## src/rtl/frame_sync_gate.sv

```systemverilog
// frame_sync_gate
//   Input conditioning stage ahead of the mean filter. Locks onto start of
//   frame (tuser), checks every line length (tlast) against FRAME_WIDTH and
//   repairs malformed frames. Downstream therefore always sees exactly
//   FRAME_WIDTH x FRAME_HEIGHT beats per frame, with regenerated tuser/tlast.
//   A registered 2-entry skid buffer isolates the upstream ready from the
//   downstream ready.
// Ports
//   clk, rst                 single clock, asynchronous active-high reset
//   s_axis_*                 upstream AXI-Stream (tready is registered)
//   m_axis_*                 downstream AXI-Stream (all outputs registered)
//   err_early_eol            1-cycle pulse: tlast before the last column
//   err_late_eol             1-cycle pulse: no tlast on the last column
//   err_early_sof            1-cycle pulse: tuser on a mid-frame beat
//   frame_cnt                complete frames emitted, wraps at 2^16
module frame_sync_gate #(
  parameter int DATA_WIDTH   = 8,
  parameter int FRAME_WIDTH  = 640,
  parameter int FRAME_HEIGHT = 512
) (
  input  logic                  clk,
  input  logic                  rst,
  input  logic [DATA_WIDTH-1:0] s_axis_tdata,
  input  logic                  s_axis_tvalid,
  input  logic                  s_axis_tlast,
  input  logic                  s_axis_tuser,
  output logic                  s_axis_tready,
  output logic [DATA_WIDTH-1:0] m_axis_tdata,
  output logic                  m_axis_tvalid,
  output logic                  m_axis_tlast,
  output logic                  m_axis_tuser,
  input  logic                  m_axis_tready,
  output logic                  err_early_eol,
  output logic                  err_late_eol,
  output logic                  err_early_sof,
  output logic [15:0]           frame_cnt
);

  localparam int HW = (FRAME_WIDTH  > 1) ? $clog2(FRAME_WIDTH)  : 1;
  localparam int VW = (FRAME_HEIGHT > 1) ? $clog2(FRAME_HEIGHT) : 1;
  localparam logic [HW-1:0] H_LAST = HW'(FRAME_WIDTH - 1);
  localparam logic [VW-1:0] V_LAST = VW'(FRAME_HEIGHT - 1);
  // Buffer entry layout: {eof, tuser, tlast, data}
  localparam int EW = DATA_WIDTH + 3;

  typedef enum logic [1:0] {
    WAIT_SOF  = 2'd0,
    ACTIVE    = 2'd1,
    PAD       = 2'd2,
    DROP_LINE = 2'd3
  } state_t;

  state_t                state_r, state_s;
  logic [HW-1:0]         hcnt_r;
  logic [VW-1:0]         vcnt_r;
  logic [EW-1:0]         ent0_r, ent1_r;
  logic                  v0_r, v1_r;
  logic                  tready_r;
  logic                  pend_v_r, pend_last_r;
  logic [DATA_WIDTH-1:0] pend_data_r;
  logic                  err_early_eol_r, err_late_eol_r, err_early_sof_r;
  logic [15:0]           frame_cnt_r;

  logic                  s_fire_s, pop_s, room_s;
  logic                  at_origin_s, last_col_s, last_px_s;
  logic [1:0]            cnt_s, cnt_n_s;
  logic                  push_s, fwd_s, fwd_last_s, pend_set_s, pend_clr_s;
  logic [DATA_WIDTH-1:0] push_data_s;
  logic [EW-1:0]         push_ent_s;
  logic                  err_early_eol_s, err_late_eol_s, err_early_sof_s;

  // Where the FSM goes after a real (non-padding) beat has been forwarded.
  function automatic state_t after_fwd(input logic in_last, input logic lc, input logic lp);
    state_t nxt;
    if (in_last && !lc) begin
      nxt = PAD;
    end else if (!in_last && lc) begin
      nxt = lp ? WAIT_SOF : DROP_LINE;
    end else if (lp) begin
      nxt = WAIT_SOF;
    end else begin
      nxt = ACTIVE;
    end
    return nxt;
  endfunction

  assign s_fire_s    = s_axis_tvalid & tready_r;
  assign pop_s       = v0_r & m_axis_tready;
  assign cnt_s       = {1'b0, v0_r} + {1'b0, v1_r};
  assign room_s      = (cnt_s < 2'd2);
  assign at_origin_s = (hcnt_r == {HW{1'b0}}) && (vcnt_r == {VW{1'b0}});
  assign last_col_s  = (hcnt_r == H_LAST);
  assign last_px_s   = last_col_s && (vcnt_r == V_LAST);
  // tuser/tlast are regenerated purely from the write-side position.
  assign push_ent_s  = {last_px_s, at_origin_s, last_col_s, push_data_s};
  assign cnt_n_s     = cnt_s + {1'b0, push_s} - {1'b0, pop_s};

  // Next-state logic: decides what (if anything) is written into the buffer.
  always_comb begin
    state_s         = state_r;
    push_s          = 1'b0;
    fwd_s           = 1'b0;
    fwd_last_s      = 1'b0;
    push_data_s     = {DATA_WIDTH{1'b0}};
    pend_set_s      = 1'b0;
    pend_clr_s      = 1'b0;
    err_early_sof_s = 1'b0;
    case (state_r)
      WAIT_SOF: begin
        // tuser wins over tlast; tlast is then judged like any other beat.
        if (s_fire_s && s_axis_tuser) begin
          push_s      = 1'b1;
          fwd_s       = 1'b1;
          fwd_last_s  = s_axis_tlast;
          push_data_s = s_axis_tdata;
          state_s     = after_fwd(s_axis_tlast, last_col_s, last_px_s);
        end else begin
          state_s = WAIT_SOF;
        end
      end
      ACTIVE: begin
        if (s_fire_s) begin
          if (s_axis_tuser && !at_origin_s) begin
            err_early_sof_s = 1'b1;
            pend_set_s      = 1'b1;
            state_s         = PAD;
          end else begin
            push_s      = 1'b1;
            fwd_s       = 1'b1;
            fwd_last_s  = s_axis_tlast;
            push_data_s = s_axis_tdata;
            state_s     = after_fwd(s_axis_tlast, last_col_s, last_px_s);
          end
        end else begin
          state_s = ACTIVE;
        end
      end
      PAD: begin
        // Counters wrap to the origin once the padded frame is complete.
        if (!at_origin_s) begin
          push_s = room_s;
        end else if (pend_v_r) begin
          if (room_s) begin
            push_s      = 1'b1;
            fwd_s       = 1'b1;
            fwd_last_s  = pend_last_r;
            push_data_s = pend_data_r;
            pend_clr_s  = 1'b1;
            state_s     = after_fwd(pend_last_r, last_col_s, last_px_s);
          end else begin
            state_s = PAD;
          end
        end else begin
          state_s = WAIT_SOF;
        end
      end
      DROP_LINE: begin
        if (s_fire_s) begin
          if (s_axis_tuser) begin
            err_early_sof_s = 1'b1;
            pend_set_s      = 1'b1;
            state_s         = PAD;
          end else if (s_axis_tlast) begin
            state_s = ACTIVE;
          end else begin
            state_s = DROP_LINE;
          end
        end else begin
          state_s = DROP_LINE;
        end
      end
      default: begin
        state_s = WAIT_SOF;
      end
    endcase
  end

  // Line-length checks on forwarded beats; one pulse per cycle, SOF highest.
  always_comb begin
    err_early_eol_s = fwd_s & fwd_last_s & ~last_col_s & ~err_early_sof_s;
    err_late_eol_s  = fwd_s & ~fwd_last_s & last_col_s & ~err_early_sof_s & ~err_early_eol_s;
  end

  // FSM, position counters, pending SOF, error pulses and frame counter.
  always_ff @(posedge clk or posedge rst) begin
    if (rst) begin
      state_r         <= WAIT_SOF;
      hcnt_r          <= {HW{1'b0}};
      vcnt_r          <= {VW{1'b0}};
      pend_v_r        <= 1'b0;
      pend_last_r     <= 1'b0;
      pend_data_r     <= {DATA_WIDTH{1'b0}};
      err_early_eol_r <= 1'b0;
      err_late_eol_r  <= 1'b0;
      err_early_sof_r <= 1'b0;
      frame_cnt_r     <= 16'd0;
    end else begin
      state_r         <= state_s;
      err_early_eol_r <= err_early_eol_s;
      err_late_eol_r  <= err_late_eol_s;
      err_early_sof_r <= err_early_sof_s;
      if (push_s) begin
        if (last_col_s) begin
          hcnt_r <= {HW{1'b0}};
          vcnt_r <= (vcnt_r == V_LAST) ? {VW{1'b0}} : vcnt_r + {{(VW-1){1'b0}}, 1'b1};
        end else begin
          hcnt_r <= hcnt_r + {{(HW-1){1'b0}}, 1'b1};
        end
      end
      if (pend_set_s) begin
        pend_v_r    <= 1'b1;
        pend_last_r <= s_axis_tlast;
        pend_data_r <= s_axis_tdata;
      end else if (pend_clr_s) begin
        pend_v_r <= 1'b0;
      end
      if (pop_s && ent0_r[EW-1]) begin
        frame_cnt_r <= frame_cnt_r + 16'd1;
      end
    end
  end

  // Skid buffer: ent0 drives the outputs, ent1 absorbs one beat of stall.
  always_ff @(posedge clk or posedge rst) begin
    if (rst) begin
      ent0_r   <= {EW{1'b0}};
      ent1_r   <= {EW{1'b0}};
      v0_r     <= 1'b0;
      v1_r     <= 1'b0;
      tready_r <= 1'b0;
    end else begin
      // Ready is computed from next occupancy, so it never sees m_axis_tready combinationally.
      tready_r <= (cnt_n_s < 2'd2) && (state_s != PAD);
      if (pop_s) begin
        if (v1_r) begin
          ent0_r <= ent1_r;
          if (push_s) begin
            ent1_r <= push_ent_s;
          end else begin
            v1_r <= 1'b0;
          end
        end else if (push_s) begin
          ent0_r <= push_ent_s;
        end else begin
          v0_r <= 1'b0;
        end
      end else if (push_s) begin
        if (!v0_r) begin
          ent0_r <= push_ent_s;
          v0_r   <= 1'b1;
        end else begin
          ent1_r <= push_ent_s;
          v1_r   <= 1'b1;
        end
      end
    end
  end

  assign s_axis_tready = tready_r;
  assign m_axis_tvalid = v0_r;
  assign m_axis_tdata  = ent0_r[DATA_WIDTH-1:0];
  assign m_axis_tlast  = ent0_r[DATA_WIDTH];
  assign m_axis_tuser  = ent0_r[DATA_WIDTH+1];
  assign err_early_eol = err_early_eol_r;
  assign err_late_eol  = err_late_eol_r;
  assign err_early_sof = err_early_sof_r;
  assign frame_cnt     = frame_cnt_r;

endmodule

```

## config.mk

```make
export PLATFORM = sky130hd
export DESIGN_NAME = frame_sync_gate
export DESIGN_NICKNAME = d
export VERILOG_FILES = /design/src/rtl/frame_sync_gate.sv
export SDC_FILE = /design/constraint.sdc
export NUM_CORES = 1
export LEC_CHECK = 0
export ABC_CLOCK_PERIOD_IN_PS = 3200
export BUFFER_PORTS_ARGS = -buffer_cell sky130_fd_sc_hd__buf_4
export CORE_UTILIZATION = 45
export DETAILED_ROUTE_END_ITERATION = 8
export GPL_ROUTABILITY_DRIVEN = 0
export GPL_TIMING_DRIVEN = 0
export PLACE_DENSITY = 0.68
export SLEW_MARGIN = 30
export SYNTH_ARGS = -nofsm -noshare
export SYNTH_HDL_FRONTEND = slang
export SYNTH_SLANG_ARGS = --single-unit
```

## constraint.sdc

```tcl
create_clock -name clk -period 3.2 [get_ports clk]
set_clock_uncertainty 0.15 [all_clocks]
set_input_delay 0 -clock clk [delete_from_list [all_inputs] [get_ports clk]]
set_output_delay 0 -clock clk [all_outputs]
set_load 0.02 [all_outputs]
```

### After elaboration in Yosys (flattened, before gate mapping)

Index checks and enable logic that the tools add are counted.

* flip-flop bits (word level): 75
* latch bits: 0
* bits in writable memories: 0
* ROM bits: 0
* input bits: 14
* output and inout port bits: 31
* logic and storage cells: 139
* memories: 0

* add/sub/neg operators: 6
* $mul: 0
* divide/modulo/power cells: 0
* order comparisons: 2
* equality and inequality tests: 10
* shifts and indexed selects: 0
* mux-type cells: 67
* bitwise operators: 13
* reduce and logical (&&, ||, !) cells: 26

Operator list (count)
* $mux 11: 9
* $mux 8: 6
* $mux 1: 30
* $mux 2: 14
* $pmux 8 s3: 1
* $add 16x1->16 const B: 1
* $add 10x1->10 const B: 1
* $eq 10x10->1 const B: 1
* $logic_and 1x1->1: 10
* $logic_not 10->1: 1
* $mux 10: 1
* $add 9x1->9 const B: 1
* $and 1x1->1: 9
* $eq 9x9->1 const B: 1
* $logic_not 9->1: 1
* $mux 9: 1
* $pmux 1 s3: 3
* $reduce_and 3->1: 3
* $ne 2x2->1 const B: 4
* $pmux 2 s4: 1
* $reduce_bool 2->1: 4
* $eq 2x2->1 const B: 2
* $logic_not 1->1: 4
* $lt 2x2->1 const B: 2
* other kinds (9): 13

### Logic depth before layout (Yosys ltp)

Gate-level depths: netlist (run 1).

* depth in word-level cells: 12
* depth in mapped cells: 13
* depth with buffers taken out: 11

### Worst setup path before layout (run 1)

No wires, ideal clock.

* path type: flip-flop to flip-flop
* from: reg hcnt_r[0]
* to: reg ent0_r[0]
* data arrival time: 2464 ps
* setup slack: 491 ps
* stages on the path, launching flop included: 13
* buffers on the path: 2
* period minus slack after synthesis: 2709 ps
* cells stage by stage: dfrtp_1 -> inv_1 -> ha_1 -> or4b_4 -> nor2_4 -> a31o_4 -> nor2_2 -> buf_6 -> ha_1 -> a21oi_1 -> o31ai_2 -> buf_2 -> o31ai_1

* longest elaborated chain between the ends: 10

RTL lines
* from (decl): RTL line 54 `logic [HW-1:0] hcnt_r;`
* from (signal assigned): RTL line 188 `hcnt_r <= {HW{1'b0}};`
* from (signal assigned): RTL line 204 `hcnt_r <= {HW{1'b0}};`
* from (signal assigned): RTL line 207 `hcnt_r <= hcnt_r + {{(HW-1){1'b0}}, 1'b1};`
* $logic_not 10->1 *: RTL line 91 `assign at_origin_s = (hcnt_r == {HW{1'b0}}) && (vcnt_r == {VW{1'b0}});`
* $logic_and 1x1->1 *: RTL line 91
* $logic_not 1->1
* $logic_and 1x1->1: RTL line 123 `if (s_axis_tuser && !at_origin_s) begin`
* $mux 8: RTL line 123
* $mux 8: RTL line 122 `if (s_fire_s) begin`
* $pmux 8 s3: RTL line 108 `case (state_r)`
* $mux 11 (on tied branches): RTL line 248, 242
* $mux 11 (on tied branches): RTL line 247, 235
* $mux 11: RTL line 234 `if (pop_s) begin`
* to (signal assigned): RTL line 236 `ent0_r <= ent1_r;`
* to (signal assigned): RTL line 243 `ent0_r <= push_ent_s;`
* to (signal assigned): RTL line 249 `ent0_r <= push_ent_s;`
* to (decl): RTL line 56 `logic [EW-1:0] ent0_r, ent1_r;`

Every way passes the cells marked *; elsewhere a longest branch is shown, timed or not. The select of a mux whose other input is x is not followed.
A chain may end at the register's enable or synchronous reset.

### Worst setup path in the final report (run 1)

* from: reg hcnt_r[0]
* to: reg ent0_r[1]

Same word-level chain as after synthesis.

==> impl_metrics.yaml, run 1 <==
run_status:
  status: "finished clean"
floorplanning:
  initial_core_util: 0.469
  die_w_um: 95.0
  core_region_area_um2: 8300
  die_area_um2: 9020
  pin_count: 45
  die_h_um: 95.0
  rows: 33
critical_path:
  reg2reg_depth: 12
  crit_arrival_ps: 3100
  critical_path_class: "reg -> reg"
  crit_family: "compound AO/OA/AOI/OAI gates"
  r2r_end: "ent0_r[1]$_DFFE_PP0P_"
  start_kind: "register"
  r2r_setup_slack_ps: 220
  max_stage_delay_ps: 500
  crit_required_ps: 3320
  r2r-start: "hcnt_r[0]$_DFFE_PP0P_"
  critPathMaxFanout: 11
  cp_slowest_cell: "or4b_4"
  crit_buf_inv: 3
  crit_path_end_kind: "register"
  worstPathCellList: "inv_1 > ha_1 > or4b_4 > nor2_4 > a31o_4 > nor2_2 > buf_6 > ha_1 > a21oi_1 > o31ai_2 > buf_2 > o31ai_1"
  cp_common_cell: "ha_1"
synthesis:
  synthCells: 373
  synthAdderAreaFrac: 0.0322
  synth_edf_count: 0
  synthMuxAreaShare: 0.0714
  syn_area_um2: 3890
  yosysSeqAreaShare: 0.482
  synth_xor_area_frac: 0.0518
  syn-num-nets: 397
  synth_area_per_cell_um2: 10.4
  synth_top_family_by_area: "simple AND/OR/NAND/NOR gates"
  synth-compound-area-share: 0.136
  ys_warn_count: 0
  ys_types: 53
  async_flop_share: 1.00
  ys.flop_type: "dfrtp_1"
  yosys.area_share.simple: 0.172
  ys_ff_latch: 75
run:
  max_cap_violations: 0
power:
  total_power_mw: 3.41
  peakVddDrop_mv: 0.357
  power_density_nw_per_um2: 720
  p_leak_nw: 2.24
detailed_routing:
  antenna_left: 0
  num_vias: 2939
  route.detailed.drc: 0
  wl_um: 7930
  routed_via_density: 5.33
  drtIter0Drc: 93
  wl_per_cell_um: 14.4
  firstDrtPassIters: 4
cells_and_area:
  seqCellArea_um2: 1880
  fillers: 705
  multiInputGateArea_um2: 1810
  syn_to_final_growth_pct: 21.7
  diodes: 0
  drive_above_1_share: 0.235
  nNetsFinal: 465
  final_area_um2: 4730
clock_tree:
  cts_tree: "built"
  clock_latency_ps: 350
  path_clk_slew_ps: 80
  root_buffer: "clkbuf_8"
  cts_made_buffers: 9
  clock_path_buffers: 2
  clock-sinks: 75
  htreeDepth: 3
timing:
  finalHoldViolCount: 0
  drv_slew: 0
  tns_ps: 0
  tightest_slew_ps: 492
  finalSetupViolations: 0
  fin_ws_ps: 219
  fmax_mhz: 335
  slew_headroom: 0.672
  fin_crit_sh: 0.932
  rsz0062_at_grt: "no"
  min_period_ps: 2980
grt:
  met1_usage: 0.261
  antenna_found_initial: 0
  grtUsageMet3: 0.0338
  grt_busiest_layer: "met2"
  grt_overflow_total: 0
  gr-usage-met2: 0.303
  grtUsageTotal: 0.192
  grt_pass1_vias: 2834
  grt_max_degree: 48
  grt_pass1_wl_um: 13300
min_path:
  hp-class: "in -> async"
placed_design:
  pre_cts_slack_ps: 138
  dp_hpwl_um: 5520
  placed_area_um2: 4370
  io_buffers: 43
cell usage in the layout (no fill, tap or decap), drive strengths merged, types with 2 or more instances in the layout:
cell / count
a31oi: 3
nor2: 32
o21ai: 27
mux2i: 3
nor3: 6
inv: 15
bufinv: 2
ha: 10
xor2: 6
nand4: 5
clkinv: 3
a221oi: 9
nor2b: 2
a21oi: 9
buf: 63
nand2b: 8
dlygate4sd3: 13
o31ai: 11
nor4: 3
nand2: 37
mux2: 22
and3: 10
dfrtp: 75
nand3: 13
xnor2: 17
clkbuf: 15
nor3b: 3
and4: 2
a22o: 8
per-stage QoR:
stage,std cells,utilization,hold WS (ps)
final,551,0.570,57.8
after global routing,551,0.570,96.1
after CTS,551,0.570,60.9
after detailed placement,522,0.527,-119
after global placement,521,0.523,61.8
after floorplan,373,-,-58.3
report_power, final:
| group | internal, mW | switching [mW] |
|---|---|---|
| logic | 0.544 | 0.665 |
| clock network | 0.462 | 0.363 |
| registers | 1.18 | 0.198 |
| total | 2.18 | 1.23 |
registers in the layout, indices dropped and copies added (netlist names), 2 cells and up:
signal	count
state_r	2
frame_cnt	16
ent0_r	11
pend_data_r	8
vcnt_r	9
ent1_r	11
hcnt_r	10
per-layer routing:
metal  vias to the layer above  wire length [um]
li1                       1458                 -
met3                         7               283
met5                         -                 0
met2                        65              3670
met1                      1409              3860
met4                         0               112
cell usage after synthesis, types with 2 or more instances:
master,n,area share
mux2_1,12,0.035
nand2b_1,8,0.013
and4_1,2,0.0045
nor3_2,2,0.0051
clkbuf_1,5,0.0048
o21ai_0,8,0.010
ha_1,10,0.032
dfrtp_1,75,0.48
nand4_1,5,0.0080
mux2i_1,3,0.0077
inv_1,13,0.013
nor2_1,30,0.029
a221oi_1,9,0.020
xor2_1,6,0.014
nand3_1,13,0.017
nand2_1,36,0.035
xnor2_1,17,0.038
and3_1,10,0.016
buf_6,2,0.0058
a21oi_1,9,0.012
o31ai_2,2,0.0064
buf_2,5,0.0064
a22o_1,8,0.018
o31ai_1,9,0.017
nor3_1,4,0.0051
buf_4,12,0.023
mux2_2,10,0.029
nor2b_1,2,0.0032
o21ai_1,18,0.023
nor3b_1,2,0.0039
a31oi_1,3,0.0048
nor4_1,2,0.0032
worst max-delay path by stage:
| stage | from | to | slack, ps | cells past startpoint |
|---|---|---|---|---|
| floorplan | hcnt_r[0]$_DFFE_PP0P_ | ent0_r[0]$_DFFE_PP0P_ | 490 | 12 |
| global placement | rst | pend_last_r$_DFFE_PP0P_ | 170 | 2 |
| detailed placement | hcnt_r[0]$_DFFE_PP0P_ | ent0_r[2]$_DFFE_PP0P_ | 140 | 12 |
| CTS | hcnt_r[0]$_DFFE_PP0P_ | ent0_r[2]$_DFFE_PP0P_ | 100 | 12 |
| finish | hcnt_r[0]$_DFFE_PP0P_ | ent0_r[1]$_DFFE_PP0P_ | 220 | 12 |
| global route | hcnt_r[0]$_DFFE_PP0P_ | ent0_r[3]$_DFFE_PP0P_ | 20 | 12 |
logic make-up after synthesis:
| group | Yosys count |
|---|---|
| AND/OR/NAND/NOR | 126 |
| AO/OA/AOI/OAI | 76 |
| flip-flops | 75 |
| buffers and inverters | 38 |
| multiplexers | 25 |
| XOR/XNOR | 23 |
| adder cells (fa/ha/maj) | 10 |
final cells by class:
class / count / share of cell area
Clock inverter: 6 / 0.0185
Inverter: 14 / 0.0116
Clock buffer: 10 / 0.0291
Buffer: 24 / 0.0330
Timing Repair Buffer: 57 / 0.101
Sequential cell: 75 / 0.396
Multi-Input combinational cell: 260 / 0.382
Tap cell: 105 / 0.0277
what timing repair did:
action                                 in CTS  in global routing
setup endpoints to repair                   0                 11
resized for setup                           0                  1
setup buffers                               0                  0
hold buffers                               13                  0
endpoints found under the hold margin     107                  0
tightest hold or removal path, stage by stage:
cell and delay, ps:
dlygate4sd3_1 540, buf_4 150, inv_4 290
Power figures use the tool's default switching activity.
==> run 2, diff against run 1 <==
- PLACE_DENSITY: 0.68 -> 0.65
==> impl_metrics.yaml, run 2 (synthesized netlist as in run 1, its figures left out) <==
run_status:
  status: "finished clean"
critical_path:
  start_kind: "register"
  crit_required_ps: 3310
  r2r_setup_slack_ps: 200
  critical_path_class: "reg -> reg"
  crit_path_end_kind: "register"
  crit_arrival_ps: 3110
  critPathMaxFanout: 11
  reg2reg_depth: 12
  r2r_end: "ent0_r[2]$_DFFE_PP0P_"
  r2r-start: "hcnt_r[0]$_DFFE_PP0P_"
cells_and_area:
  drive_above_1_share: 0.236
  diodes: 0
  finalCoreUtilization: 0.570
  final_cell_mix: "75 x dfrtp_1, 55 x buf_4, 36 x nand2_1"
  syn_to_final_growth_pct: 21.5
  largest_register_ffs: 16
  nNetsFinal: 465
  final_common_cell: "dfrtp_1"
floorplanning:
  die_h_um: 95.0
  rows: 33
  initial_core_util: 0.469
  die_w_um: 95.0
  pin_count: 45
  die_area_um2: 9020
  core_region_area_um2: 8300
placed_design:
  io_buffers: 43
  dp_hpwl_um: 5660
detailed_routing:
  antenna_left: 0
  num_vias: 3009
  routed_via_density: 5.47
  drtIter0Drc: 130
  wl_um: 8010
  route.detailed.drc: 0
  wl_per_cell_um: 14.6
  firstDrtPassIters: 4
grt:
  grt_pass1_wl_um: 13400
  grt_pass1_vias: 2842
  grt_max_degree: 39
  antenna_found_initial: 0
  grtUsageTotal: 0.195
  grt_overflow_total: 0
clock_tree:
  root_buffer: "clkbuf_8"
  htreeDepth: 3
  clock_latency_ps: 350
  postCtsSetupRepairBufs: 0
  clock_path_buffers: 2
  clock-sinks: 75
  cts_tree: "built"
  path_clk_slew_ps: 80
  cts_made_buffers: 9
power:
  p_leak_nw: 2.23
  peakVddDrop_mv: 0.446
  power_density_nw_per_um2: 720
min_path:
  hp-class: "in -> async"
timing:
  fin_crit_sh: 0.938
  fmax_mhz: 333
  min_period_ps: 3000
  finalHoldViolCount: 0
  finalSetupViolations: 0
  tightest_slew_ps: 517
  slew_headroom: 0.653
  drv_slew: 0
  tns_ps: 0
  hold_ws_ps: 96.3
  rsz0062_at_grt: "no"
run:
  max_cap_violations: 0
[run 2: changes by cell type in the layout (fill, tap and decap cells not counted), sizes merged]
cell,change
clkinv,-2
clkbuf,+1
[run 2: worst max-delay path by stage]
stage                          startpoint                     to  slack, ps  cells past startpoint
floorplan           hcnt_r[0]$_DFFE_PP0P_  ent0_r[0]$_DFFE_PP0P_        490                     12
global placement    hcnt_r[0]$_DFFE_PP0P_  ent0_r[1]$_DFFE_PP0P_        160                     12
detailed placement  hcnt_r[0]$_DFFE_PP0P_  ent0_r[1]$_DFFE_PP0P_        120                     12
CTS                 hcnt_r[0]$_DFFE_PP0P_  ent0_r[1]$_DFFE_PP0P_         90                     12
global route        hcnt_r[0]$_DFFE_PP0P_  ent0_r[4]$_DFFE_PP0P_         40                     12
finish              hcnt_r[0]$_DFFE_PP0P_  ent0_r[2]$_DFFE_PP0P_        200                     12
[run 2: final cells by class]
class | instances | area, um2
fill | 707 | 3570
tap | 105 | 131
clock buffer | 11 | 141
inverter | 14 | 55.1
sequential | 75 | 1880
timing repair buffer | 57 | 473
clock inverter | 4 | 73.8
buffer | 24 | 156
multi-input combinational | 260 | 1820
[run 2: what timing repair did]
| action | CTS | global route |
|---|---|---|
| hold buffers | 13 | 0 |
| setup endpoints to repair | 0 | 6 |
| hold endpoints to repair | 108 | 0 |
| resized for setup | 0 | 3 |
[run 2: critical path: stages, from the launching register on]
cell and delay [ps]:
dfrtp_1 450, inv_1 100, ha_1 160, or4b_4 500, nor2_4 150, a31o_4 200
nor2_2 60, buf_6 160, ha_1 230, a21oi_1 160, o31ai_2 130, buf_2 210
o31ai_1 260
[run 2: per-layer routing]
| layer | wire, um | share of wire | track usage | vias up |
|---|---|---|---|---|
| met5 | 0 | 0 | 0 | - |
| met4 | 109 | 0.014 | 0.0480 | 0 |
| met3 | 328 | 0.041 | 0.0580 | 9 |
| met2 | 3850 | 0.48 | 0.323 | 65 |
| met1 | 3710 | 0.46 | 0.248 | 1488 |
| li1 | - | - | - | 1447 |
[run 2: report_power, final]
group / internal, mW / switching [mW] / leakage (nW)
registers: 1.18 / 0.204 / 0.995
clock network: 0.458 / 0.348 / 0.110
logic: 0.546 / 0.667 / 1.13
total: 2.18 / 1.22 / 2.23
[run 2: stage by stage]
step | instance area (um2) | instances | total power, mW | setup slack, ps
detailed placement | 4370 | 522 | 2.59 | 120
global placement | 4340 | 521 | 2.55 | 160
global route | 4730 | 550 | 3.63 | 38.9
CTS | 4710 | 550 | 3.41 | 92.8
floorplan | 3890 | 373 | 2.23 | 491
finish | 4730 | 550 | 3.40 | 198
==> run 3, diff against run 2 <==
- MAX_ROUTING_LAYER: default -> met4
==> impl_metrics.yaml, run 3 (synthesized netlist as in run 1, its figures left out) <==
clock_tree:
  cts_made_buffers: 9
  path_clk_slew_ps: 80
  root_buffer: "clkbuf_8"
  cts_tree: "built"
  htreeDepth: 3
  clock_path_buffers: 2
  clock_latency_ps: 350
  postCtsSetupRepairBufs: 0
  clock-sinks: 75
placed_design:
  dp_hpwl_um: 5660
  io_buffers: 43
  placed_area_um2: 4370
  post-place-cells: 522
  pre_cts_slack_ps: 120
critical_path:
  crit_path_end_kind: "register"
  crit_arrival_ps: 3120
  reg2reg_depth: 12
  start_kind: "register"
  crit_required_ps: 3310
  critical_path_class: "reg -> reg"
  critPathMaxFanout: 11
timing:
  rsz0062_at_grt: "no"
  fin_ws_ps: 191
  tightest_slew_ps: 517
  fmax_mhz: 332
  min_period_ps: 3010
  drv_slew: 0
  finalSetupViolations: 0
  slew_headroom: 0.653
  finalHoldViolCount: 0
  fin_crit_sh: 0.940
  tns_ps: 0
floorplanning:
  core_region_area_um2: 8300
  die_h_um: 95.0
  die_area_um2: 9020
  pin_count: 45
  die_w_um: 95.0
  rows: 33
  initial_core_util: 0.469
cells_and_area:
  final_common_cell: "dfrtp_1"
  diodes: 0
  syn_to_final_growth_pct: 21.5
  nNetsFinal: 465
  final_area_um2: 4730
  largest_register_ffs: 16
  fin_cells: 550
  final_cell_mix: "75 x dfrtp_1, 55 x buf_4, 36 x nand2_1"
  drive_above_1_share: 0.236
  fillers: 707
power:
  peakVddDrop_mv: 0.446
  power_density_nw_per_um2: 720
  p_leak_nw: 2.23
grt:
  grt_max_degree: 39
  antenna_found_initial: 0
  grt_pass1_vias: 2841
  grt_pass1_wl_um: 13400
  grt_overflow_total: 0
  grtUsageTotal: 0.201
run:
  max_cap_violations: 0
detailed_routing:
  routed_via_density: 5.49
  wl_per_cell_um: 14.6
  antenna_left: 0
  wl_um: 8040
  route.detailed.drc: 0
  drtIter0Drc: 107
  firstDrtPassIters: 4
  num_vias: 3018
run_status:
  status: "finished clean"
min_path:
  hp-class: "in -> async"
run 3: cell counts in the layout (fill, tap and decap cells not counted):
Identical to the previous run, type by type.
run 3: where the power goes:
group | switching (mW) | internal, mW
Combinational | 0.669 | 0.546
Sequential | 0.203 | 1.18
Clock | 0.347 | 0.458
Total | 1.22 | 2.18
run 3: final cells by class:
| type | instances | area (um2) | area share |
|---|---|---|---|
| inverters | 14 | 55.1 | 0.0116 |
| plain buffers | 24 | 156 | 0.0331 |
| well taps | 105 | 131 | 0.0278 |
| multi-input cells | 260 | 1820 | 0.385 |
| repair buffers | 57 | 473 | 0.100 |
| clock buffers | 11 | 141 | 0.0299 |
| clock inverters | 4 | 73.8 | 0.0156 |
| flip-flops and latches | 75 | 1880 | 0.397 |
run 3: what timing repair did:
item	in CTS	in global routing
hold endpoints to repair	108	0
resized for setup	0	3
endpoints found under the setup margin	0	6
hold buffers	13	0
run 3: final timing paths:
check	from	end	slack, ps
worst min-delay path	rst	frame_cnt[11]$_DFFE_PP0P_	100
max in group asynchronous	rst	ent1_r[10]$_DFFE_PP0P_	2230
worst max-delay path	hcnt_r[0]$_DFFE_PP0P_	ent0_r[2]$_DFFE_PP0P_	190
worst max register to register	hcnt_r[0]$_DFFE_PP0P_	ent0_r[2]$_DFFE_PP0P_	190
min in group clk	m_axis_tready	v1_r$_DFFE_PP0P_	260
worst min register to register	frame_cnt[15]$_DFFE_PP0P_	frame_cnt[15]$_DFFE_PP0P_	330
run 3: stage by stage:
stage,util,power [mW],hold slack [ps]
after floorplan,-,2.23,-58.3
after global placement,0.523,2.55,63.9
after detailed placement,0.526,2.59,-73.2
after CTS,0.568,3.41,103
after global routing,0.570,3.63,142
final,0.570,3.40,98.8
run 3: per-layer routing:
layer  vias up  wire length [um]  global-route usage
met5         -                 0                   -
met4         0                89              0.0480
met3         8               329              0.0580
met2        69              3870               0.323
met1      1494              3750               0.249
li1       1447                 -                   -
run 3: critical path, cell delays in order, from the launching register on:
cell and delay (ps):
dfrtp_1 450, inv_1 100, ha_1 160, or4b_4 500
nor2_4 150, a31o_4 200, nor2_2 60, buf_6 160
ha_1 230, a21oi_1 160, o31ai_2 130, buf_2 210
o31ai_1 260
